==> src/rtl/pulse_receiver_decoder.sv <==
// Pulse-width receiver: glitch filter, prescaled segment timer, short/long symbol
// decoder and 16-symbol word packer with a valid/ready output register.
module pulse_receiver_decoder (
  input  logic        clk,
  input  logic        rst,
  input  logic        en,
  input  logic        sig_in,
  input  logic        invert_input,
  input  logic        idle_level,
  input  logic [3:0]  prescaler,
  input  logic [3:0]  glitch_len,
  input  logic [7:0]  threshold,
  input  logic [7:0]  timeout,
  output logic [31:0] word_out,
  output logic [4:0]  word_syms,
  output logic        word_valid,
  input  logic        word_ready,
  output logic        frame_done,
  output logic        overflow,
  output logic        busy
);

  typedef enum logic {IDLE, MEASURE} state_t;

  state_t      state, state_next;
  logic        raw, filt, filt_edge, tick, timeout_hit, emit;
  logic [3:0]  glitch_cnt;
  logic [14:0] ps_cnt, ps_max;
  logic [7:0]  dur, dur_inc;
  logic        sym_valid;
  logic [1:0]  sym;
  logic [31:0] pack;
  logic [4:0]  pack_cnt;
  logic        xfer, drop;
  logic [31:0] xfer_word;
  logic [4:0]  xfer_syms;

  assign raw       = sig_in ^ invert_input;
  assign filt_edge = (raw != filt) && (glitch_cnt == glitch_len);
  assign ps_max    = ~(15'h7fff << prescaler);
  assign tick      = (ps_cnt == ps_max);
  // Duration of the segment as of this clock, counting a tick that lands on the edge.
  assign dur_inc   = (tick && dur != 8'hff) ? dur + 8'd1 : dur;
  assign timeout_hit = (state == MEASURE) && (filt == idle_level) &&
                       (timeout != 8'd0) && (dur == timeout);
  assign emit      = (state == MEASURE) && filt_edge && !timeout_hit;

  always_ff @(posedge clk) begin
    if (rst || !en) state <= IDLE;
    else            state <= state_next;
  end

  always_comb begin
    state_next = state;
    case (state)
      IDLE:    if (filt_edge && filt == idle_level) state_next = MEASURE;
      MEASURE: if (timeout_hit)                     state_next = IDLE;
      default: state_next = IDLE;
    endcase
  end

  always_comb begin
    busy = (state == MEASURE);
  end

  // A symbol emitted at an edge is packed one clock later, so a full word
  // includes the pending symbol in its top slot.
  always_comb begin
    xfer      = 1'b0;
    xfer_word = pack;
    xfer_syms = pack_cnt;
    if (sym_valid && pack_cnt == 5'd15) begin
      xfer            = 1'b1;
      xfer_word[31:30] = sym;
      xfer_syms       = 5'd16;
    end else if (timeout_hit && pack_cnt != 5'd0) begin
      xfer = 1'b1;
    end
  end

  assign drop = xfer && word_valid && !word_ready;

  always_ff @(posedge clk) begin
    if (rst || !en) begin
      filt       <= idle_level;
      glitch_cnt <= '0;
      ps_cnt     <= '0;
      dur        <= '0;
      sym_valid  <= 1'b0;
      sym        <= '0;
      pack       <= '0;
      pack_cnt   <= '0;
      word_out   <= '0;
      word_syms  <= '0;
      word_valid <= 1'b0;
      frame_done <= 1'b0;
    end else begin
      if (raw == filt) begin
        glitch_cnt <= '0;
      end else if (glitch_cnt == glitch_len) begin
        filt       <= ~filt;
        glitch_cnt <= '0;
      end else begin
        glitch_cnt <= glitch_cnt + 4'd1;
      end

      if (filt_edge) begin
        ps_cnt <= '0;
        dur    <= '0;
      end else begin
        ps_cnt <= tick ? '0 : ps_cnt + 15'd1;
        dur    <= dur_inc;
      end

      sym_valid <= emit;
      sym       <= {filt, (dur_inc > threshold)};

      if (xfer || timeout_hit) begin
        pack     <= '0;
        pack_cnt <= '0;
      end else if (sym_valid) begin
        pack[{pack_cnt[3:0], 1'b0} +: 2] <= sym;
        pack_cnt <= pack_cnt + 5'd1;
      end

      if (xfer && !drop) begin
        word_out   <= xfer_word;
        word_syms  <= xfer_syms;
        word_valid <= 1'b1;
      end else if (word_valid && word_ready) begin
        word_valid <= 1'b0;
      end

      frame_done <= timeout_hit;
    end
  end

  always_ff @(posedge clk) begin
    if (rst)              overflow <= 1'b0;
    else if (en && drop)  overflow <= 1'b1;
  end

endmodule

==> config.mk <==
export PLATFORM = sky130hd
export DESIGN_NAME = pulse_receiver_decoder
export DESIGN_NICKNAME = d
export VERILOG_FILES = /design/src/rtl/pulse_receiver_decoder.sv
export SDC_FILE = /design/constraint.sdc
export NUM_CORES = 1
export LEC_CHECK = 0
export BUFFER_PORTS_ARGS = -buffer_cell sky130_fd_sc_hd__buf_4
export CORE_ASPECT_RATIO = 0.7
export CORE_MARGIN = 10
export CORE_UTILIZATION = 60
export CTS_BUF_LIST = sky130_fd_sc_hd__clkbuf_2
export CTS_CLUSTER_SIZE = 40
export DETAILED_ROUTE_END_ITERATION = 8
export HOLD_SLACK_MARGIN = 0.1
export PLACE_DENSITY_LB_ADDON = 0.15
export SYNTH_ARGS = -nofsm -noshare
export SYNTH_HDL_FRONTEND = slang
export SYNTH_SLANG_ARGS = --single-unit
export TNS_END_PERCENT = 20
==> constraint.sdc <==
create_clock -name clk -period 3.9 [get_ports clk]
set_input_delay 0.195 -clock clk [delete_from_list [all_inputs] [get_ports clk]]
set_output_delay 0.195 -clock clk [all_outputs]
set_load 0.05 [all_outputs]
==> results of run 1 <==
## timing repair
| item | CTS | global route |
|---|---|---|
| endpoints found under the setup margin | 0 | 1 |
| gates resized for setup | 0 | 4 |
| setup buffers | 0 | 0 |
| hold buffers | 11 | 0 |
| hold endpoints to repair | 10 | 0 |
## worst max-delay path: stages, from the launching register on
cell           delay [ns]
dfxtp_1              0.41
or3_1                0.41
a221oi_2             0.38
nand3_1              0.26
nor2_2               0.21
mux2_2               0.36
ha_1                 0.29
nor2b_1              0.13
o21ai_0              0.15
nand2b_1             0.08
a21oi_1              0.16
o21ai_0              0.11
o211a_1              0.14
dlygate4sd3_1        0.55
## layer usage
metal  wire length, um  vias up  part of all wire (%)
met5                 0        -                     0
met4                97        0                  0.73
met3               874        9                   6.6
met2              5620      141                    42
met1              6730     2238                    51
li1                  -     2345                     -
## path summary, 6_finish.rpt
path                                     end       start  slack [ns]
worst max register to register        sym[0]  ps_cnt[11]        0.20
worst min register to register  word_out[12]    pack[12]        0.47
worst min-delay path              frame_done  timeout[0]        0.15
worst max-delay path                  sym[0]  ps_cnt[11]        0.20
## stage by stage
step	worst slack (ns)	cell area, um2
2_1_floorplan	1.11	5400
3_3_place_gp	0.830	5920
3_5_place_dp	0.627	5920
4_1_cts	0.173	6120
5_1_grt	0.0331	6130
6_report	0.204	6130
## state kept, by name, summed over array words and instances (netlist names), 2 cells and up
register / cells
dur: 8
glitch_cnt: 4
word_out: 32
pack_cnt: 5
pack: 32
word_syms: 5
ps_cnt: 15
sym: 2
## power by group through the flow
stage               Combinational (W)  Sequential (W)  Clock (W)
finish                       0.000111         0.00113   0.000442
global route                 0.000123         0.00113   0.000493
CTS                          0.000109         0.00113   0.000451
detailed placement           0.000102         0.00115          0
global placement            0.0000992         0.00115          0
floorplan                   0.0000667         0.00115          0
## area by class of cell
cell class	instances	area [um2]	area share, %
Inverter	18	67.6	1.10
Tap cell	120	150	2.45
Sequential cell	109	2190	35.8
Clock buffer	10	50.0	0.816
Clock inverter	5	36.3	0.592
Multi-Input combinational cell	467	2970	48.4
Timing Repair Buffer	85	666	10.9
## cell usage after synthesis (3+ instances only)
library cell / instances / area, um2
o21ai_0: 42 / 210
nand2b_1: 7 / 43.8
nand4_1: 10 / 62.6
nor3_1: 15 / 75.1
xnor2_1: 16 / 140
a21oi_1: 50 / 250
nand3_1: 44 / 220
ha_1: 16 / 200
nor2_1: 76 / 285
or4_4: 3 / 33.8
nor2b_1: 9 / 56.3
or3_1: 7 / 43.8
nand2_1: 31 / 116
inv_1: 17 / 63.8
and2_1: 6 / 37.5
nand3b_1: 3 / 22.5
nor4_1: 4 / 25.0
mux2i_1: 38 / 380
buf_2: 6 / 30.0
xor2_1: 17 / 149
o31ai_1: 6 / 45.0
a211oi_1: 4 / 30.0
o211a_1: 3 / 30.0
dfxtp_1: 108 / 2160
clkbuf_1: 27 / 101
nor3b_1: 6 / 45.0
and3_1: 13 / 81.3
or4_1: 3 / 22.5
buf_6: 4 / 45.0
## cell families (layout without fill, tap and decap cells)
kind of cell               Yosys count  in the layout  synth area share [%]
adders and majority gates           16             16                  3.71
buffers and inverters               57            118                  4.68
xor gates and xnor gates            34             34                  5.66
muxes                               39             39                  7.26
AOI/OAI and AO/OA                  130            130                  14.7
and+or+nand+nor                    248            248                  23.4
DFF                                109            109                  40.6
==> metrics.txt, run 1 <==
met3 usage=4.77%; internal power=0.00126 W; largest net degree at the start of global routing=43; first-pass GRT wire length=22,000 um; Gate Count Post-Synth=633; Yosys Warn Count=0; fmax=271 MHz; ANT nets after route=0; Worst-path clk slew=0.26 ns; DIE WIDTH=133 um; commonest non-fill, non-tap cells in the layout=dfxtp_1, nor2_1, buf_4; clock power share=26.2%; top_reg_cell synth=dfxtp_1; final setup violation count=0; Crit Path Category=register to register; crit end category=register; final wirelength=13,300 um; P_sw=0.000425 W; combinational power share=6.6%; root buf cell=clkbuf_2; die footprint=0.0132 mm2; Worst-Margin Slew=1.22 ns; proportion of layout cells with a drive suffix above 1=15.6%; initial antenna violation count=0; CTS sink cnt=109; WP data required=4.40 ns; syn_nets=680; synthesized area=0.00540 mm2; startpoint types=register; M2 GR Usage=28.2%; VDD IR max=268 uV; PortBufs=71; power share of the sequential group=67.2%; outcome=finished, final reports clean; clock skew=0.0546 ns; Pre-antenna DRT Iters=5; placed cell count=788; htree depth=3; GRT overflow=0; post-synthesis sequential element count=109; core area=0.00862 mm2; Synth Area per Inst=8.53 um2; Tot Pwr=0.00168 W; Rel. slew slack=18.6%; Ports=72; Pwr Density=275 mW/mm2; worst hold path type=input pin to register; Hold Crit Depth=5; Hold Fails Final Rpt=0; sequential fraction of the synthesis area=40.6%; total number of vias=4,733; Fillers=726; Area Overhead vs Synth=13.6%; WL/cell=16.4 um; Worst-Skew Late Latency=0.60 ns; busiest grt layer=met1; setup tns final=0 ns; critical path arrival=4.20 ns; commonest non-fill, non-tap cell in the layout=dfxtp_1; DR DRC count=0; Synth cell types=62; Die Y=99.3 um; # diodes=0; met1 Use GR=29.0%; Async SR Flop Fraction=0%; count of non-filler cells in the finished layout=814; Core Util, Final=71.1%; r2r worst-path depth=13; worst hold margin=0.151 ns; Total GRT Usage=19.7%; RSZ-0062 raised after global routing=false; max-slew violation count=0; drt via density=5.81; Max-Cap Viols=0; TritonCTS Buffers=9; Initial Util=62.6%; minimum clock period=3.70 ns; row cnt=28; Iter 0 DRT Violations=392; Final Wtd Congestion=0.924; vias in the first global route=4,316; fin nets=737; switching share of total power=25.2%; Post-synth EDFFs=1; critical path fanouts, max=5; Post-DP HPWL=9700 um; leak pwr=2.30 nW; crit share post-route=94.8%; TritonCTS clock tree=done; CTS Buffer Depth=2
Note: power is estimated with default switching activity, not from simulation.
==> inputs of run 2 (changes only) <==
ABC_AREA = 1   (was default)
==> run 2 against run 1 <==
  * Clock-buffer cell count did not move
  * Via count rose by 18%
  * Synthesized cell count rose by 38%
  * First-iteration DRC count rose by 19%
  * Combinational power rose by 20%
  * Register-to-register slack improved by 1.0 ns
  * Fmax rose by 37%
  * Critical path type unchanged
  * Largest cell class unchanged
  * Largest power group unchanged
==> metrics.txt, run 2 <==
Final Wtd Congestion=0.910 (was 0.924); final setup violation count=0 (unchanged); syn_nets=922 (was 680); first-pass GRT wire length=24,200 um (was 22,000 um); root buf cell=clkbuf_2 (unchanged); Pwr Density=274 mW/mm2 (was 275 mW/mm2); TritonCTS clock tree=done (unchanged); Initial Util=62.5% (was 62.6%); largest family of logic cells by synthesized area=simple AND/OR/NAND/NOR gates (unchanged); TritonCTS Buffers=9 (unchanged); Die Y=102 um (was 99.3 um); Async SR Flop Fraction=0% (unchanged); top_reg_cell synth=dfxtp_1 (unchanged); PortBufs=71 (unchanged); Total GRT Usage=20.8% (was 19.7%); Yosys Warn Count=0 (unchanged); WL met2=6140 um (was 5620 um); drt via density=5.18 (was 5.81); fmax=371 MHz (was 271 MHz); count leader, synth=nand2_1 (was dfxtp_1); Post-Synth XOR/XNOR Area=3.65% (was 5.66%); minimum clock period=2.70 ns (was 3.70 ns); post-synth top area share=37.5% (was 40.1%); top sig layer=met4 (unchanged); Gate Count Post-Synth=875 (was 633); max-slew violation count=0 (unchanged); Iter 0 DRT Violations=468 (was 392); startpoint types=register (unchanged); outcome=finished, final reports clean (unchanged); ANT nets after route=0 (unchanged); post-synthesis simple-gate area fraction=38.0% (was 23.4%); DIE WIDTH=137 um (was 133 um); die footprint=0.0140 mm2 (was 0.0132 mm2); Tot Pwr=0.00180 W (was 0.00168 W); VDD IR max=210 uV (was 268 uV); switching share of total power=25.9% (was 25.2%); critical path arrival=3.24 ns (was 4.20 ns); core area=0.00922 mm2 (was 0.00862 mm2); Met3 Wirelength=1300 um (was 874 um); Rel. slew slack=47.8% (was 18.6%); row cnt=29 (was 28); critical path fanouts, max=72 (was 5); internal power=0.00134 W (was 0.00126 W); combinational power share=7.4% (was 6.6%); GRT overflow=0 (unchanged); Post-synth EDFFs=1 (unchanged); crit share post-route=69.2% (was 94.8%); Post-DP HPWL=10,900 um (was 9700 um); worst hold margin=0.135 ns (was 0.151 ns); Synth cell types=35 (was 62); Setup Fix Bufs, Post-CTS=0 (unchanged); Core Util, Final=71.5% (was 71.1%); htree depth=3 (unchanged); Ports=72 (unchanged); Hold Fails Final Rpt=0 (unchanged); power share of the sequential group=62.7% (was 67.2%); area leader, netlist=dfxtp_1 (unchanged); Worst-Skew Late Latency=0.60 ns (about the same); cts hold-fix bufs=15 (was 11); WL/cell=13.4 um (was 16.4 um); fraction of the mapped netlist area in adder cells=3.47% (was 3.71%); crit end category=register (unchanged); vias in the first global route=5,123 (was 4,316); Max-Cap Viols=0 (unchanged); Area Overhead vs Synth=14.3% (was 13.6%); post-CTS resize count=0 (unchanged); post-synthesis sequential element count=109 (unchanged); # diodes=0 (unchanged); CTS sink cnt=109 (unchanged); commonest cells in the netlist=nand2_1, nor2_1, inv_1, dfxtp_1, nand3_1 (was dfxtp_1, nor2_1, a21oi_1, nand3_1, o21ai_0); CTS Buffer Depth=2 (unchanged); setup tns final=0 ns (unchanged); Pre-antenna DRT Iters=6 (was 5); post-synthesis compound-gate area fraction=5.97% (was 14.7%); WP data required=4.44 ns (was 4.40 ns); synthesized area=0.00576 mm2 (was 0.00540 mm2); commonest non-fill, non-tap cell in the layout=nand2_1 (was dfxtp_1); Worst-Margin Slew=0.782 ns (was 1.22 ns); clock skew=0.0286 ns (was 0.0546 ns); final wirelength=14,500 um (was 13,300 um); P_sw=0.000467 W (was 0.000425 W); Worst-path clk slew=0.27 ns (was 0.26 ns); fin nets=996 (was 737); Crit Path Category=register to register (unchanged); clock power share=29.9% (was 26.2%); total number of vias=5,580 (was 4,733); worst hold path type=input pin to register (unchanged); proportion of layout cells with a drive suffix above 1=11.9% (was 15.6%); Synth Area per Inst=6.58 um2 (was 8.53 um2); commonest non-fill, non-tap cells in the layout=nand2_1, nor2_1, inv_1 (was dfxtp_1, nor2_1, buf_4); top flop regs=pack: 32 flops, word_out: 32 flops, ps_cnt: 15 flops (unchanged); post-synthesis mux area share=0.174% (was 7.26%); met1 wire length=6890 um (was 6730 um); DR DRC count=0 (unchanged); sequential fraction of the synthesis area=38.0% (was 40.6%); synth top area cells=dfxtp_1, nand2_1, nor2_1 (was dfxtp_1, mux2i_1, nor2_1); largest net degree at the start of global routing=73 (was 43); leak pwr=3.12 nW (was 2.30 nW); RSZ-0062 raised after global routing=false (unchanged); initial antenna violation count=0 (unchanged)
-- run 2: path summary, 6_finish.rpt --
check | to | start | slack, ns | depth (start not counted)
setup reg to reg | word_out[15] | pack_cnt[0] | 1.20 | 12
hold / removal | sym[0] | threshold[0] | 0.14 | 5
setup / recovery | word_out[15] | pack_cnt[0] | 1.20 | 12
hold reg to reg | pack[2] | pack[2] | 0.49 | 2
-- run 2: metrics by stage --
stage          worst slack, ns  instance area [um2]  std cells
2_1_floorplan             1.69                 5760        875
3_3_place_gp              1.32                 6320       1047
3_5_place_dp              1.26                 6320       1047
4_1_cts                   1.24                 6590       1078
5_1_grt                  0.837                 6590       1078
6_report                  1.20                 6590       1078
-- run 2: kinds of logic after synthesis --
group / after synthesis
simple gates: 510
compound gates: 66
mux: 1
buf+inv: 149
flops: 109
xor+xnor: 24
fa+ha+maj: 16
-- run 2: area by class of cell --
cell class              instances  area, um2
clock inverters                 6       70.1
repair buffers                 88        698
inverters                     124        465
flip-flops and latches        109       2190
clock buffers                  10       50.0
fillers                       794       2630
well taps                     124        155
multi-input cells             617       2960
-- run 2: critical path: stages (launching register included) --
cell     delay (ns)
dfxtp_1        0.55
ha_1           0.22
nand2_1        0.06
nor2_1         0.10
ha_1           0.17
nand2_2        0.13
inv_1          0.15
nor2_1         0.07
nand2_1        0.18
nand3_4        0.56
nand2_1        0.25
nand2_1        0.07
nor2_1         0.11
-- run 2: power groups by stage --
stage	Sequential (W)	Clock (W)	Combinational, W
after global placement	0.00115	0	0.000119
after floorplan	0.00115	0	0.0000784
after global routing	0.00113	0.000586	0.000149
after detailed placement	0.00115	0	0.000122
final	0.00113	0.000540	0.000133
after CTS	0.00113	0.000545	0.000131
-- run 2: per-layer routing --
layer / global-route usage (%) / vias to the layer above
met2: 30.9 / 208
met3: 5.78 / 13
met1: 29.1 / 2480
met4: 5.09 / 0
met5: 0 / -
li1: - / 2879
